<file path="src/rtl/hit_l1_pkg.sv">
// Shared defaults and polarity/vote helpers for the redundant L1 hit buffer.
package hit_l1_pkg;

    localparam int WIDTH_D     = 1;
    localparam int ADDRWIDTH_D = 9;
    localparam int COPIES_D    = 4;
    localparam int ERRCNTW_D   = 8;

    localparam int VOTE_THR_D  = COPIES_D / 2;

    // Odd copies are stored inverted; XOR is its own inverse, so this
    // both encodes on write and restores true polarity on read.
    function automatic logic pol_inv(input int k);
        return k[0];
    endfunction

    function automatic int vote_thr(input int copies);
        return copies / 2;
    endfunction

endpackage

</file>
<file path="src/rtl/hit_vote.sv">
// Per-bit majority voter over COPIES mixed-polarity replicas.
module hit_vote
    import hit_l1_pkg::*;
#(
    parameter int WIDTH  = WIDTH_D,
    parameter int COPIES = COPIES_D
) (
    input  logic [COPIES*WIDTH-1:0] i_copies,
    output logic [WIDTH-1:0]        o_data,
    output logic                    o_err,
    output logic                    o_uncorr
);

    localparam int THR = vote_thr(COPIES);

    int w_ones;

    always_comb begin
        o_data   = '0;
        o_err    = 1'b0;
        o_uncorr = 1'b0;
        w_ones   = 0;
        for (int b = 0; b < WIDTH; b++) begin
            w_ones = 0;
            for (int k = 0; k < COPIES; k++) begin
                if (i_copies[k*WIDTH+b] ^ pol_inv(k)) begin
                    w_ones = w_ones + 1;
                end
            end
            o_data[b] = (w_ones > THR);
            if (2 * w_ones == COPIES) begin
                o_uncorr = 1'b1;
            end
            if (w_ones != 0 && w_ones != COPIES) begin
                o_err = 1'b1;
            end
        end
    end

endmodule

</file>
<file path="src/rtl/hit_l1_buffer.sv">
// Circular hit buffer with latency-relative L1 readout and redundant voting.
module hit_l1_buffer
    import hit_l1_pkg::*;
#(
    parameter int WIDTH     = WIDTH_D,
    parameter int ADDRWIDTH = ADDRWIDTH_D,
    parameter int COPIES    = COPIES_D,
    parameter int ERRCNTW   = ERRCNTW_D
) (
    input  logic                 clk,
    input  logic                 rstn,
    input  logic [WIDTH-1:0]     hitIn,
    input  logic                 wrEn,
    input  logic [ADDRWIDTH-1:0] l1Latency,
    input  logic                 l1a,
    input  logic [COPIES-1:0]    injectErr,
    input  logic                 clrErr,
    output logic [WIDTH-1:0]     dout,
    output logic                 doutValid,
    output logic                 errFlag,
    output logic                 uncorrFlag,
    output logic [ERRCNTW-1:0]   errCount,
    output logic [ADDRWIDTH-1:0] wrPtr
);

    localparam int DEPTH = 1 << ADDRWIDTH;
    localparam int MW    = COPIES * WIDTH;

    logic [MW-1:0]        r_mem [DEPTH];
    logic [MW-1:0]        r_rdData;
    logic                 r_rdValid;
    logic [ADDRWIDTH-1:0] r_wrPtr;
    logic [ERRCNTW-1:0]   r_errCount;

    logic [MW-1:0]        w_wrWord;
    logic [ADDRWIDTH-1:0] w_rdAddr;
    logic [WIDTH-1:0]     w_vote;
    logic                 w_err;
    logic                 w_uncorr;

    always_comb begin
        w_wrWord = '0;
        for (int k = 0; k < COPIES; k++) begin
            w_wrWord[k*WIDTH +: WIDTH] =
                hitIn ^ {WIDTH{pol_inv(k) ^ injectErr[k]}};
        end
    end

    assign w_rdAddr = r_wrPtr - l1Latency;

    // Storage array: no reset, so it maps onto an SRAM macro.
    always_ff @(posedge clk) begin
        if (wrEn) begin
            r_mem[r_wrPtr] <= w_wrWord;
        end
    end

    // Registered read port; non-blocking read gives read-before-write.
    always_ff @(posedge clk or negedge rstn) begin
        if (!rstn) begin
            r_rdData  <= '0;
            r_rdValid <= 1'b0;
        end else begin
            r_rdValid <= l1a;
            if (l1a) begin
                r_rdData <= r_mem[w_rdAddr];
            end
        end
    end

    always_ff @(posedge clk or negedge rstn) begin
        if (!rstn) begin
            r_wrPtr <= '0;
        end else if (wrEn) begin
            r_wrPtr <= r_wrPtr + 1'b1;
        end
    end

    hit_vote #(
        .WIDTH  (WIDTH),
        .COPIES (COPIES)
    ) u_vote (
        .i_copies (r_rdData),
        .o_data   (w_vote),
        .o_err    (w_err),
        .o_uncorr (w_uncorr)
    );

    always_ff @(posedge clk or negedge rstn) begin
        if (!rstn) begin
            r_errCount <= '0;
        end else if (clrErr) begin
            r_errCount <= '0;
        end else if (r_rdValid && w_err && r_errCount != '1) begin
            r_errCount <= r_errCount + 1'b1;
        end
    end

    // All-zero reset data votes to 0, so dout resets to 0 as well.
    assign dout       = w_vote;
    assign doutValid  = r_rdValid;
    assign errFlag    = r_rdValid & w_err;
    assign uncorrFlag = r_rdValid & w_uncorr;
    assign errCount   = r_errCount;
    assign wrPtr      = r_wrPtr;

endmodule

</file>
<file path="config.mk">
export PLATFORM = sky130hd
export DESIGN_NAME = hit_l1_buffer
export DESIGN_NICKNAME = d
export VERILOG_FILES = /design/src/rtl/hit_l1_pkg.sv /design/src/rtl/hit_vote.sv /design/src/rtl/hit_l1_buffer.sv
export SDC_FILE = /design/constraint.sdc
export NUM_CORES = 2
export LEC_CHECK = 0
export CELL_PAD_IN_SITES_DETAIL_PLACEMENT = 1
export CELL_PAD_IN_SITES_GLOBAL_PLACEMENT = 1
export CORE_AREA = 2 2 405 407
export CTS_BUF_LIST = sky130_fd_sc_hd__clkbuf_2
export DETAILED_ROUTE_END_ITERATION = 16
export DIE_AREA = 0 0 407 409
export PLACE_DENSITY = 0.86
export SYNTH_ARGS = -nofsm -noshare
export SYNTH_HDL_FRONTEND = slang
export SYNTH_SLANG_ARGS = --single-unit
</file>
<file path="constraint.sdc">
create_clock -name clk -period 4.37 [get_ports clk]
set_clock_uncertainty 0.2 [all_clocks]
set_input_delay 0.874 -clock clk [delete_from_list [all_inputs] [get_ports clk]]
set_output_delay 0.874 -clock clk [all_outputs]
set_load 0.005 [all_outputs]
</file>
# ---- Yosys cells after proc, flatten, opt, wreduce, memory -nomap -nowiden
# Memory sizes are Yosys's and may differ from the RTL's. A register that Yosys moved wholly into a read port is not among the register bits.
# Cells that the tools add are included.
dict set report classes {
  addsub 6
  order_cmp 1
  eq_ne 3
  n_mux 10
  bitwise 8
  reduce_logical 6
}
# op count
set ops {}
lappend ops {{32-bit by 2-bit adder with 32-bit output (second input constant)} 3}
lappend ops {{32-bit two-way mux} 3}
lappend ops {{32-bit by 3-bit > comparator with 1-bit output (second input constant)} 1}
lappend ops {{32-bit by 4-bit inequality test with 1-bit output (second input constant)} 1}
lappend ops {{32-bit nonzero test} 1}
lappend ops {{31-bit by 3-bit == test with 1-bit output (second input constant)} 1}
lappend ops {{8-bit two-way mux} 2}
lappend ops {{9-bit by 1-bit adder with 9-bit output (second input constant)} 1}
lappend ops {{9-bit subtractor} 1}
lappend ops {{8-bit by 1-bit adder with 8-bit output (second input constant)} 1}
lappend ops {{8-bit inequality test (second input constant)} 1}
lappend ops {{1-bit two-way mux} 5}
lappend ops {{1-bit bitwise XOR} 4}
lappend ops {{1-bit logical AND} 3}
lappend ops {{1-bit AND} 2}
lappend ops {{1-bit inverter} 2}
lappend ops {{2-bit nonzero test} 1}
lappend ops {{1-bit zero test} 1}
dict set report word_totals {
  reg_bits 18
  ram_bits 2048
  inputBits 19
  wordCells 38
  memories 1
}
# memory words word_bits rd rd_ports_with_merged_regs write_ports line
set memory_table {}
lappend memory_table {r_mem 512 4 1 1 1 hit_l1_buffer.sv:29} ;# logic [MW-1:0] r_mem [DEPTH];

# ---- Depth between registers and ports, before layout
dict set report logic_depth {
  word_depth 14
  mapped_depth 17
  depth_no_buf 12
}

# ---- Cells and area by module
# A second synthesis with hierarchy kept.
dict set report hier_totals {
  hier_cells 4116
  area_unflattened_um2 82288.9
}
# module n_inst cells_per_inst area_each_um2
set modules_own_cells {}
lappend modules_own_cells {hit_l1_buffer 1 4086 82065.0}
lappend modules_own_cells {hit_vote 1 30 224.0}

# ---- Worst setup path after synthesis
# No wires, ideal clock.
dict set report synth_path {
  kind {input-to-reg}
  start {input port injectErr[1]}
  end {memory r_mem[0][1] (netlist name) (data pin)}
  arrival_time_ps 15267
  path_slack_ps -14206
  stages 1
  n_path_buf 0
  path_cell_list {xnor2_1}
}
dict set report synth_via {
  elab_chain_cells 2
}
# item line
set synth_lines {}
lappend synth_lines {{from (decl)} hit_l1_buffer.sv:16} ;# input logic [COPIES-1:0] injectErr,
lappend synth_lines {{1-bit inverter (no source line)} -}
lappend synth_lines {{1-bit bitwise XOR} hit_l1_buffer.sv:45} ;# hitIn ^ {WIDTH{pol_inv(k) ^ injectErr[k]}};
lappend synth_lines {{to (decl)} hit_l1_buffer.sv:29}
# Every way passes these cells.

# ---- Worst setup path in the final report
dict set report layout_path {
  start {register r_rdData[2], read port of r_mem}
  end {output port dout}
}
dict set report layout_via {
  elab_chain_cells 4
}
# item line
set layout_lines {}
lappend layout_lines {{from (decl)} hit_l1_buffer.sv:30} ;# logic [MW-1:0] r_rdData;
lappend layout_lines {{32-bit two-way mux (*)} hit_vote.sv:26} ;# if (i_copies[k*WIDTH+b] ^ pol_inv(k)) begin
lappend layout_lines {{32-bit by 2-bit adder with 32-bit output} hit_vote.sv:27} ;# w_ones = w_ones + 1;
lappend layout_lines {{32-bit two-way mux (*)} hit_vote.sv:26}
lappend layout_lines {{32-bit by 3-bit > comparator with 1-bit output (*)} hit_vote.sv:30} ;# o_data[b] = (w_ones > THR);
lappend layout_lines {{to (decl)} hit_l1_buffer.sv:18} ;# output logic [WIDTH-1:0] dout,
# Mark *: on every way between the ends. The rest lies on a longest branch, timed or not.

==> run_results.csv <==
group,metric,value,unit
run_status,status,"complete, but fails checks",
run_status,violations,"setup timing",
logic_synthesis,async_reset_ff_share,1.06,%
drt,wl_per_cell,40.1,um
floorplanning,ios,40,
logic_synthesis,syn_avg_cell_area,19.8,um^2
drt,drtIter0Drc,9015,
worst_setup_path,start_kind,"register",
clocking,clock_latency,1.99,ns
logic_synthesis,synth.area.top_cells,"edfxtp_1 75%, mux4_2 16%, nor2_1 2.5%",
floorplanning,initial_core_util,50.8,%
cells_and_area,final_cells,7488,
drt,drt_wl_total,300000,um
logic_synthesis,synth-edff-count,2048,
timing,worst_slack,-0.994,ns
grt,grt_pass1_wl,393000,um
floorplanning,rows,148,
cells_and_area,nets,4969,
cells_and_area,fin_util,58.4,%
worst_setup_path,r2r_start,"wrPtr[0]",
grt,grt_antenna_before_repair,24,
clocking,cts_buffer_depth,4,
cells_and_area,syn2layout_area_growth,14.8,%
clocking,htree_levels,5,
pwr,power.total,74.8,mW
placed_design,gp_congestion,0.894,
logic_synthesis,synth_common_cells,"2048 x edfxtp_1, 569 x mux4_2, 541 x nor2_1",
logic_synthesis,synth_top_area_cell,"edfxtp_1",
clocking,cts_tree,"done",
logic_synthesis,yosysTopAreaCellShare,74.7,%
timing,hold_viol,0,
clocking,clock_sink_count,2070,
timing,period_needed,5.36,ns
timing,drv_slew,0,
timing,tightest_slew,1.45,ns
floorplanning,core,162000,um^2
logic_synthesis,synth_seq_cells,2070,
logic_synthesis,syn_area,82400,um^2
floorplanning,die_w,407,um
pwr,peakVddDrop,0.516,mV
clocking,clk_root_buffer_cell,"clkbuf_2",
drt,vias,52134,
clocking,clkTransAtPathRegs,0.13,ns
worst_setup_path,rr_worst_depth,16,
worst_setup_path,path_max_fanout,8,
clocking,cts_buffers,496,
logic_synthesis,synth.most_common_cell,"edfxtp_1",
run,cap_violations,0,
floorplanning,dieArea,166000,um^2
worst_setup_path,worst-r2r-setup-slack,-0.34,ns
worst_hold_path,min-delay-start,"hitIn",
timing,timing.fmax,186,MHz
drt,dr.pass1.iters,8,
grt,track_usage,33.5,%
worst_setup_path,cp.arrival,4.29,ns
timing,post-route-period-util,123,%
logic_synthesis,synthFlopType,"edfxtp_1",
cells_and_area,drive_gt1_share,36.0,%
grt,gr-total-overflow,0,
placed_design,placed_cells,6533,
floorplanning,die_height,409,um
timing,rsz0062_at_grt,"yes",
logic_synthesis,synthesis.instances,4165,
worst_setup_path,critPathKind,"register to output port",
placed_design,port_buffers,39,
drt,ant_nets,0,
timing,max-slew-margin-rel,3.15,%
logic_synthesis,ys_warn_count,0,
logic_synthesis,synth-seq-area-share,75.3,%
worst_hold_path,hold_end,"r_mem[151][1]",
pwr,power_density,791,nW/um^2
worst_setup_path,critPathRequiredTime,3.30,ns
placed_design,dp_hpwl,154000,um
worst_hold_path,hp-class,"primary input to register",
grt,grt_start_max_net_pins,164,
logic_synthesis,synth_cell_type_count,67,
timing,finalSetupViolCount,7,
grt,first_global_vias,52936,
drt,drc,0,
worst_setup_path,r2r-end,"r_rdData[1]",
logic_synthesis,syn-num-nets,4201,
worst_hold_path,worstHoldPathCells,2,
drt,avgViaCountPerCell,6.96,
worst_setup_path,cp-end-kind,"output port",
pwr,leakage,30.9,nW
## metal layers
metal  up-vias  track usage [%]  wire [um]  share of wire [%]
li1      18648                -          -                  -
met1     25811             39.8      90600                 30
met2      5779             53.3     138000                 46
met3      1872             9.47      41400                 14
met4        24             22.2      29400                9.8
met5         -                0        447               0.15
## worst max-delay path, cell delays in order (launching register included)
cell and delay, ns:
dfrtp_1 0.77, nor2_2 0.08, a21oi_2 0.27, ha_4 0.28, a21oi_4 0.15, nor2_2 0.06
a21oi_2 0.21, o221ai_2 0.17, buf_6 0.19, buf_6 0.12
## final cells by class
class	count	area, um^2
sequential	2070	62100
clock buffer	717	3590
clock inverter	146	611
inverter	18	67.6
fill	14276	67500
multi-input combinational	1809	19800
timing repair buffer	538	5680
antenna	15	37.5
tap	2175	2720
## how the worst max path moves through the flow
stage                       end  slack (ns)         start  depth (start not counted)
floorplan           r_mem[0][1]       -2.56  injectErr[1]                          1
global placement    r_rdData[3]       -1.04  l1Latency[0]                         16
detailed placement  r_rdData[3]       -1.21  l1Latency[0]                         16
CTS                        dout       -0.95   r_rdData[1]                         10
global route               dout        -1.0   r_rdData[2]                          9
finish                     dout       -0.99   r_rdData[2]                          9
## stage by stage
| step | hold WS (ns) | area (um^2) | TNS (ns) | setup slack [ns] |
|---|---|---|---|---|
| after CTS | 0.0691 | 93400 | -2.66 | -0.952 |
| after global placement | 0.318 | 88800 | -3.76 | -1.04 |
| after global routing | 0.207 | 94500 | -3.57 | -0.999 |
| final | 0.252 | 94600 | -3.75 | -0.994 |
| after floorplan | 0.286 | 82400 | -5198.77 | -2.56 |
| after detailed placement | 0.333 | 88800 | -4.34 | -1.21 |
## state kept, by name, summed over array words and instances, names as in the netlist
| name | count |
|---|---|
| r_rdData | 4 |
| errCount | 8 |
| wrPtr | 9 |
| r_mem | 2048 |
| doutValid | 1 |
## kinds of logic after synthesis
family | synth area share, %
buffers and inverters | 1.59
flip-flops | 75.3
AND/OR/NAND/NOR | 4.77
adder cells (fa/ha/maj) | 0.267
XOR/XNOR | 0.357
multiplexers | 16.3
AO/OA/AOI/OAI | 1.38
## cells in the final DEF, fill, tap and decap left out, drive strengths merged, types with 13 or more instances in the layout
master and n:
clkdlybuf4s50 33, nor3 17, a32oi 13, diode 15, nand3 74, xnor2 19, nand2 260, a21oi 55
buf 482, o21ai 29, edfxtp 2048, mux4 569, clkbuf 725, nand4 21, clkinv 142, nor2 541
dfrtp 22, inv 21, and3 15, ha 16, mux2i 60
## power breakdown
part | switching, mW | total (mW) | internal, mW
logic | 22.5 | 38.9 | 16.4
clock network | 9.06 | 13.5 | 4.43
registers | 0.156 | 22.4 | 22.3
## repair_timing
action | 4_1_cts | 5_1_grt
setup buffers | 10 | 48
gates cloned | 2 | 8
resized for setup | 62 | 102
hold buffers | 12 | 0
setup endpoints to repair | 12 | 7
pin swaps | 8 | 29
hold endpoints to repair | 793 | 0
No activity file was read; power rests on OpenSTA's default activity.
